File: src/rtl/lsu.sv
// RV32I load/store unit: single outstanding access, byte-lane formatting.
// Define LSU_MISALIGN_CHECK_EN to fault misaligned halfword/word accesses.
module lsu #(
    parameter int unsigned TIMEOUT_CYCLES = 255
) (
    input  logic        clk,
    input  logic        rst,
    input  logic        req_valid,
    output logic        req_ready,
    input  logic        req_we,
    input  logic [2:0]  req_funct3,
    input  logic [31:0] req_addr,
    input  logic [31:0] req_wdata,
    output logic        resp_valid,
    output logic [31:0] resp_rdata,
    output logic        resp_err,
    output logic        mem_valid,
    input  logic        mem_ready,
    output logic [31:0] mem_addr,
    output logic        mem_wen,
    output logic [31:0] mem_wdata,
    output logic [3:0]  mem_wmask,
    input  logic        mem_rvalid,
    input  logic [31:0] mem_rdata
);

    typedef enum logic [1:0] {
        S_IDLE,
        S_REQ,
        S_WAIT,
        S_RESP
    } state_t;

    localparam bit          TO_EN  = (TIMEOUT_CYCLES != 0);
    localparam logic [31:0] TO_LIM = 32'(TIMEOUT_CYCLES - 1);

    state_t      state, state_d;
    logic        we_q;
    logic [2:0]  f3_q;
    logic [31:0] addr_q;
    logic [31:0] wdata_q;
    logic [31:0] rdata_q, rdata_d;
    logic        err_q, err_d;
    logic [31:0] cnt_q, cnt_d;

    logic        hs;
    logic        op_legal;
    logic        misalign;
    logic        to_hit;
    logic [31:0] byte_sh;
    logic [7:0]  ld_b;
    logic [15:0] ld_h;
    logic [31:0] ld_data;
    logic [3:0]  st_mask;
    logic [31:0] st_data;
    logic        in_req;

    assign hs = req_valid && req_ready;

    always_comb begin
        op_legal = 1'b0;
        case (req_funct3)
            3'b000, 3'b001, 3'b010: op_legal = 1'b1;
            3'b100, 3'b101:         op_legal = !req_we;
            default:                op_legal = 1'b0;
        endcase
    end

`ifdef LSU_MISALIGN_CHECK_EN
    always_comb begin
        misalign = 1'b0;
        case (req_funct3[1:0])
            2'b01:   misalign = req_addr[0];
            2'b10:   misalign = (req_addr[1:0] != 2'b00);
            default: misalign = 1'b0;
        endcase
    end
`else
    assign misalign = 1'b0;
`endif

    // Memory handshakes are checked first so they win over a same-cycle timeout.
    assign to_hit = TO_EN && (cnt_q == TO_LIM);

    assign byte_sh = mem_rdata >> {addr_q[1:0], 3'b000};
    assign ld_b    = byte_sh[7:0];
    assign ld_h    = addr_q[1] ? mem_rdata[31:16] : mem_rdata[15:0];

    always_comb begin
        ld_data = mem_rdata;
        case (f3_q)
            3'b000:  ld_data = {{24{ld_b[7]}}, ld_b};
            3'b001:  ld_data = {{16{ld_h[15]}}, ld_h};
            3'b100:  ld_data = {24'd0, ld_b};
            3'b101:  ld_data = {16'd0, ld_h};
            default: ld_data = mem_rdata;
        endcase
    end

    always_comb begin
        st_mask = 4'b1111;
        st_data = wdata_q;
        case (f3_q[1:0])
            2'b00: begin
                st_mask = 4'b0001 << addr_q[1:0];
                st_data = {4{wdata_q[7:0]}};
            end
            2'b01: begin
                st_mask = 4'b0011 << {addr_q[1], 1'b0};
                st_data = {2{wdata_q[15:0]}};
            end
            default: begin
                st_mask = 4'b1111;
                st_data = wdata_q;
            end
        endcase
    end

    always_comb begin
        state_d = state;
        cnt_d   = cnt_q;
        rdata_d = rdata_q;
        err_d   = err_q;
        unique case (state)
            S_IDLE: begin
                if (req_valid) begin
                    rdata_d = '0;
                    err_d   = 1'b0;
                    if (!op_legal || misalign) begin
                        state_d = S_RESP;
                        err_d   = 1'b1;
                    end else begin
                        state_d = S_REQ;
                        cnt_d   = '0;
                    end
                end
            end
            S_REQ: begin
                cnt_d = cnt_q + 32'd1;
                if (mem_ready) begin
                    state_d = we_q ? S_RESP : S_WAIT;
                end else if (to_hit) begin
                    state_d = S_RESP;
                    err_d   = 1'b1;
                end
            end
            S_WAIT: begin
                cnt_d = cnt_q + 32'd1;
                if (mem_rvalid) begin
                    state_d = S_RESP;
                    rdata_d = ld_data;
                end else if (to_hit) begin
                    state_d = S_RESP;
                    err_d   = 1'b1;
                end
            end
            S_RESP: begin
                state_d = S_IDLE;
            end
            default: state_d = S_IDLE;
        endcase
    end

    always_ff @(posedge clk) begin
        if (!rst) begin
            state   <= S_IDLE;
            cnt_q   <= '0;
            rdata_q <= '0;
            err_q   <= 1'b0;
            we_q    <= 1'b0;
            f3_q    <= '0;
            addr_q  <= '0;
            wdata_q <= '0;
        end else begin
            state   <= state_d;
            cnt_q   <= cnt_d;
            rdata_q <= rdata_d;
            err_q   <= err_d;
            if (hs) begin
                we_q    <= req_we;
                f3_q    <= req_funct3;
                addr_q  <= req_addr;
                wdata_q <= req_wdata;
            end
        end
    end

    assign in_req     = (state == S_REQ);
    assign req_ready  = (state == S_IDLE);
    assign resp_valid = (state == S_RESP);
    assign resp_rdata = resp_valid ? rdata_q : '0;
    assign resp_err   = resp_valid && err_q;
    assign mem_valid  = in_req;
    assign mem_addr   = {addr_q[31:2], 2'b00};
    assign mem_wen    = in_req && we_q;
    assign mem_wmask  = (in_req && we_q) ? st_mask : 4'b0000;
    assign mem_wdata  = (in_req && we_q) ? st_data : '0;

endmodule
File: config.mk
export PLATFORM = sky130hd
export DESIGN_NAME = lsu
export DESIGN_NICKNAME = d
export VERILOG_FILES = /design/src/rtl/lsu.sv
export SDC_FILE = /design/constraint.sdc
export NUM_CORES = 1
export LEC_CHECK = 0
export ABC_AREA = 1
export BUFFER_PORTS_ARGS = -buffer_cell sky130_fd_sc_hd__buf_2
export CAP_MARGIN = 5
export CORE_MARGIN = 2
export CORE_UTILIZATION = 57
export DETAILED_ROUTE_END_ITERATION = 7
export HOLD_SLACK_MARGIN = 0.1
export PLACE_DENSITY_LB_ADDON = 0.2
export SETUP_SLACK_MARGIN = 0.1
export SYNTH_ARGS = -nofsm -noshare
export SYNTH_HDL_FRONTEND = slang
export SYNTH_SLANG_ARGS = --single-unit
export TNS_END_PERCENT = 5
File: constraint.sdc
create_clock -name clk -period 2.9 [get_ports clk]
set_input_delay 0.58 -clock clk [delete_from_list [all_inputs] [get_ports clk]]
set_output_delay 0.58 -clock clk [all_outputs]
set_load 0.02 [all_outputs]
=== Yosys cells after proc, flatten, opt, wreduce, memory -nomap -nowiden ===
Cells that the tools add are included.

* Flip-flop bits (word level): 135
* Input port bits: 105
* Word-level logic and storage cells: 73
* Output and inout bits: 105

* $add $sub $neg: 1
* Reductions and logical operators: 17
* Multiplexer cells: 27
* Equal/unequal tests: 17
* Shift-type cells: 3

{| class="wikitable"
|+ Operator list
! kind !! number
|-
| $mux W32 || 6
|-
| $pmux W32 S2 || 3
|-
| $pmux W32 S4 || 1
|-
| $add A32 B1 Y32 const B || 1
|-
| $eq A32 B8 Y1 const B || 1
|-
| $shr A32 B5 Y8 || 1
|-
| $mux W16 || 1
|-
| $eq A3 B3 Y1 const B || 4
|-
| $mux W2 || 5
|-
| $ne A2 B2 Y1 const B || 4
|-
| $pmux W2 S4 || 1
|-
| $pmux W4 S2 || 1
|-
| $eq A3 B1 Y1 const B || 2
|-
| $logic_not A3 Y1 || 2
|-
| $mux W1 || 6
|-
| $reduce_and A3 Y1 || 2
|-
| $eq A2 B1 Y1 const B || 2
|-
| $eq A2 B2 Y1 const B || 2
|-
| $logic_not A2 Y1 || 2
|-
| $mux W4 || 1
|-
| $reduce_and A4 Y1 || 1
|-
| $reduce_bool A2 Y1 || 2
|-
| $reduce_or A2 Y1 || 2
|-
| $shl A1 B2 Y4 const A || 1
|-
| other kinds (9) || 11
|}

=== Longest topological paths before layout ===
* Word-level depth: 6
* Depth in mapped cells: 13
* Gate-level depth less buffers: 12

=== Worst setup path after synthesis ===
No wires, ideal clock.

* Path kind: reg2out
* From: reg state[1]
* To: out mem_wdata[16]
* Buffers on the path: 1
* Slack: 0.503 ns
* Cell stages (with the launch flop): 8
* Arrival time: 1.817 ns
* Cells stage by stage: dfxtp_1 -> inv_1 -> ha_1 -> nand2_1 -> clkinv_1 -> clkbuf_1 -> o21ai_0 -> a21oi_1

* Cells in the longest elaborated chain, start to end: 3

{| class="wikitable"
|+ RTL lines
! what !! line !! text
|-
| start, declared || 37 || <nowiki>state_t state, state_d;</nowiki>
|-
| start signal, assigned || 175 || <nowiki>state <= state_d;</nowiki>
|-
| $eq A2 B1 Y1 || 188 || <nowiki>assign in_req = (state == S_REQ);</nowiki>
|-
| named net mem_valid || 17 || <nowiki>output logic mem_valid,</nowiki>
|-
| $logic_and A1 B1 Y1 || -- ||
|-
| named net mem_wen || 20 || <nowiki>output logic mem_wen,</nowiki>
|-
| $mux W32 || 197 || <nowiki>assign mem_wdata = (in_req && we_q) ? st_data : '0;</nowiki>
|-
| end, declared || 21 || <nowiki>output logic [31:0] mem_wdata,</nowiki>
|}

The timed path passes the listed nets, and every way through them passes these cells.

=== Worst setup path in the final report ===
* From: reg state[1]
* To: out mem_wmask[2]

* Cells in the longest elaborated chain, start to end: 3

{| class="wikitable"
|+ RTL lines
! what !! line !! text
|-
| $eq A2 B1 Y1 || 188 ||
|-
| $logic_and A1 B1 Y1 || 196 || <nowiki>assign mem_wmask = (in_req && we_q) ? st_mask : 4'b0000;</nowiki>
|-
| $mux W4 || 196 ||
|-
| end, declared || 22 || <nowiki>output logic [3:0] mem_wmask,</nowiki>
|}

Every way passes these cells.

==> results.txt <==
Type of origin of the critical path: flip-flop
CTS Sinks: 135
Asr flop ratio synth: 0%
Synth Register Bits: 135
IO Pins: 210
Die W: 117 µm
Initial core utilization: 57.9%
Vias: 7630
Initial antenna violation count: 2
Status: completed
CP required: 2.32 ns
Cells after synthesis: 1123
Sequential area share after synthesis: 37.3%
Largest net degree at the start of global routing: 105
Vias in the first global route: 6509
Final count of pins violating max slew: 0
Vias per cell: 5.23
Dominant synthesized flop cell: dfxtp_1
Site Rows: 41
Max cap viols: 0
CTS Root Cell: clkbuf_16
Worst skew pair latency: 0.42 ns
Avg Inst Size Synth: 6.46 µm²
Drt wl/cell: 13.4 µm
Final core utilization: 69.9%
Leak pwr: 4.26 nW
HPWL Detailed: 13700 µm
DRT antenna net count: 0
Yosys warnings: 0
Hold Crit Class: in -> reg
Final nets: 1382
Multi-input gate area: 0.00361 mm²
DR DRC count: 0
CP arrival: 1.97 ns
Longest Clk Path Bufs: 2
All-Layer GR Usage: 28.4%
Number of port buffers: 207
Layout cells sized above 1: 21.7%
# fillers: 1188
Crit path time final: 2.55 ns
Reg clk slew, reported paths: 0.06 ns
Final Hold Fails: 0
Layout area overhead: 20.7%
Tcrit/Tclk final: 87.8%
Peak Freq: 0.393 GHz
Setup TNS: 0 ns
Pwr/cell area: 718 mW/mm²
Slew headroom: 54.6%
Cts bufs inserted: 17
Slew of the pin with the lowest slew margin: 0.678 ns
Max VDD drop: 0.487 mV
DR iter-0 viols: 703
EDFF count, synth: 0
Grt ovf: 0
Die Height: 117 µm
Setup violations, final: 0
Routability Congestion: 0.935
Seq. cell area: 0.00270 mm²
Cell Area, Synth: 0.00725 mm²
Routed Wire Length: 19500 µm
Core area: 0.0125 mm²
Synth cell types: 42
Unrepaired setup endpoints after global routing: false
Max H-tree Level: 4
Setup crit end kind: output pin
Postcts setup bufs: 0
TritonCTS clock tree: yes
Area of the die: 0.0136 mm²
Critical Path Fanout Max: 19
Worst clock skew: 0.00642 ns
Critical path class: reg -> out
First-pass GRT wire length: 30700 µm
Total iterations of the first detailed-routing run: 6
-- final timing paths --
kind,start,endpoint,slack (ns),cells past startpoint
worst max-delay path,state[1]$_SDFFE_PN0N_,mem_wmask[2],0.35,7
worst min-delay path,req_wdata[19],wdata_q[19]$_SDFFE_PN0P_,0.40,3
worst max register to register,state[0]$_SDFFE_PN0N_,rdata_q[4]$_SDFFE_PN0P_,0.54,8
worst min register to register,addr_q[24]$_SDFFE_PN0P_,addr_q[24]$_SDFFE_PN0P_,0.47,2
-- synth_stat cells, types with 5 or more instances --
master / n / share of area [%]
a22oi_1: 7 / 0.72
nor3_1: 10 / 0.69
buf_2: 9 / 0.62
o22ai_1: 8 / 0.69
o211ai_1: 7 / 0.72
buf_4: 33 / 3.4
nand2_1: 202 / 10
clkbuf_1: 41 / 2.1
dfxtp_1: 135 / 37
inv_1: 110 / 5.7
ha_1: 6 / 1.0
nand3_1: 19 / 1.3
o21ai_1: 10 / 0.69
nor2_2: 8 / 0.69
nand4_1: 7 / 0.60
o21ai_0: 145 / 10
nor2_1: 227 / 12
a21oi_1: 97 / 6.7
inv_2: 5 / 0.26
-- worst max-delay path, stage by stage (launching register included) --
cell,delay [ns]
dfxtp_1,0.41
inv_1,0.09
ha_1,0.24
nand2_1,0.13
clkinv_2,0.24
o21ai_0,0.20
nor2_1,0.06
buf_2,0.18
-- timing repair --
action / CTS / global route
gates resized for setup: 1 / 0
setup endpoints to repair: 1 / 0
hold buffers: 0 / 0
endpoints found under the hold margin: 0 / 0
-- layout by cell type (no fill, tap or decap), types with 2 or more instances in the layout --
| cell type | synthesis | layout |
|---|---|---|
| nor2_1 | 227 | 227 |
| nand2_2 | 2 | 3 |
| nor3_1 | 10 | 10 |
| nand4_1 | 7 | 7 |
| diode_2 | 0 | 2 |
| buf_2 | 9 | 207 |
| buf_12 | 0 | 2 |
| a22oi_1 | 7 | 7 |
| a21oi_2 | 3 | 2 |
| nand3_1 | 19 | 19 |
| nor2_2 | 8 | 8 |
| inv_1 | 110 | 109 |
| clkinv_1 | 2 | 2 |
| o21ai_0 | 145 | 145 |
| buf_4 | 33 | 9 |
| conb_1 | 1 | 2 |
| dfxtp_1 | 135 | 135 |
| a31oi_1 | 3 | 3 |
| o211ai_1 | 7 | 7 |
| nand2_1 | 202 | 201 |
| a21oi_4 | 2 | 3 |
| clkbuf_16 | 0 | 17 |
| o22ai_1 | 8 | 8 |
| ha_1 | 6 | 6 |
| inv_6 | 0 | 3 |
| inv_2 | 5 | 5 |
| o21ai_1 | 10 | 10 |
| a21oi_1 | 97 | 97 |
| clkbuf_1 | 41 | 4 |
| bufinv_16 | 0 | 4 |
| o21ai_2 | 3 | 3 |
| clkinv_2 | 1 | 3 |
-- power by group --
group,switching [mW],internal (mW),leakage [nW]
Clock,0.806,1.47,0.300
Combinational,1.14,0.528,2.85
Sequential,0.169,2.17,1.11
Total,2.12,4.16,4.26
-- registers in the layout (all words and copies together) (netlist names) --
name     flops
we_q         1
state        2
addr_q      32
cnt_q       32
err_q        1
f3_q         3
rdata_q     32
wdata_q     32
-- metrics by stage --
stage          total power [mW]  std cells  area (µm²)  worst slack [ns]  hold slack [ns]
3_3_place_gp               3.99       1424        8120             0.664            0.457
3_5_place_dp               4.01       1424        8120             0.569            0.467
5_1_grt                    6.63       1457        8750             0.190            0.409
4_1_cts                    6.29       1456        8740             0.359            0.394
6_report                   6.28       1458        8750             0.353            0.401
2_1_floorplan              3.68       1124        7250             0.503            0.446
-- layer usage --
layer | wire (µm) | vias to the layer above | track usage (%) | part of all wire, %
met2 | 9170 | 301 | 47.3 | 47
li1 | - | 3870 | - | -
met1 | 8470 | 3420 | 36.6 | 43
met5 | 0 | - | 0 | 0
met4 | 492 | 0 | 11.3 | 2.5
met3 | 1350 | 39 | 5.41 | 6.9
-- cells by family (layout without fill, tap and decap cells) --
logic type,after synthesis,after routing,synth area share [%]
DFF,135,135,37.3
and+or+nand+nor,484,484,27.2
buffers and inverters,209,369,13.1
xor gates and xnor gates,1,1,0.121
AOI/OAI and AO/OA,287,287,21.2
adders and majority gates,6,6,1.04
other,1,4,0.0517
-- cell type report --
cell class	count	share of cell area, %
Timing Repair Buffer	218	13.1
Clock buffer	22	5.19
Inverter	119	5.16
Clock inverter	10	1.92
Tap cell	172	2.46
Antenna cell	2	0.0572
Multi-Input combinational cell	780	41.2
Sequential cell	135	30.9
No activity file was read; power rests on OpenSTA's default activity.
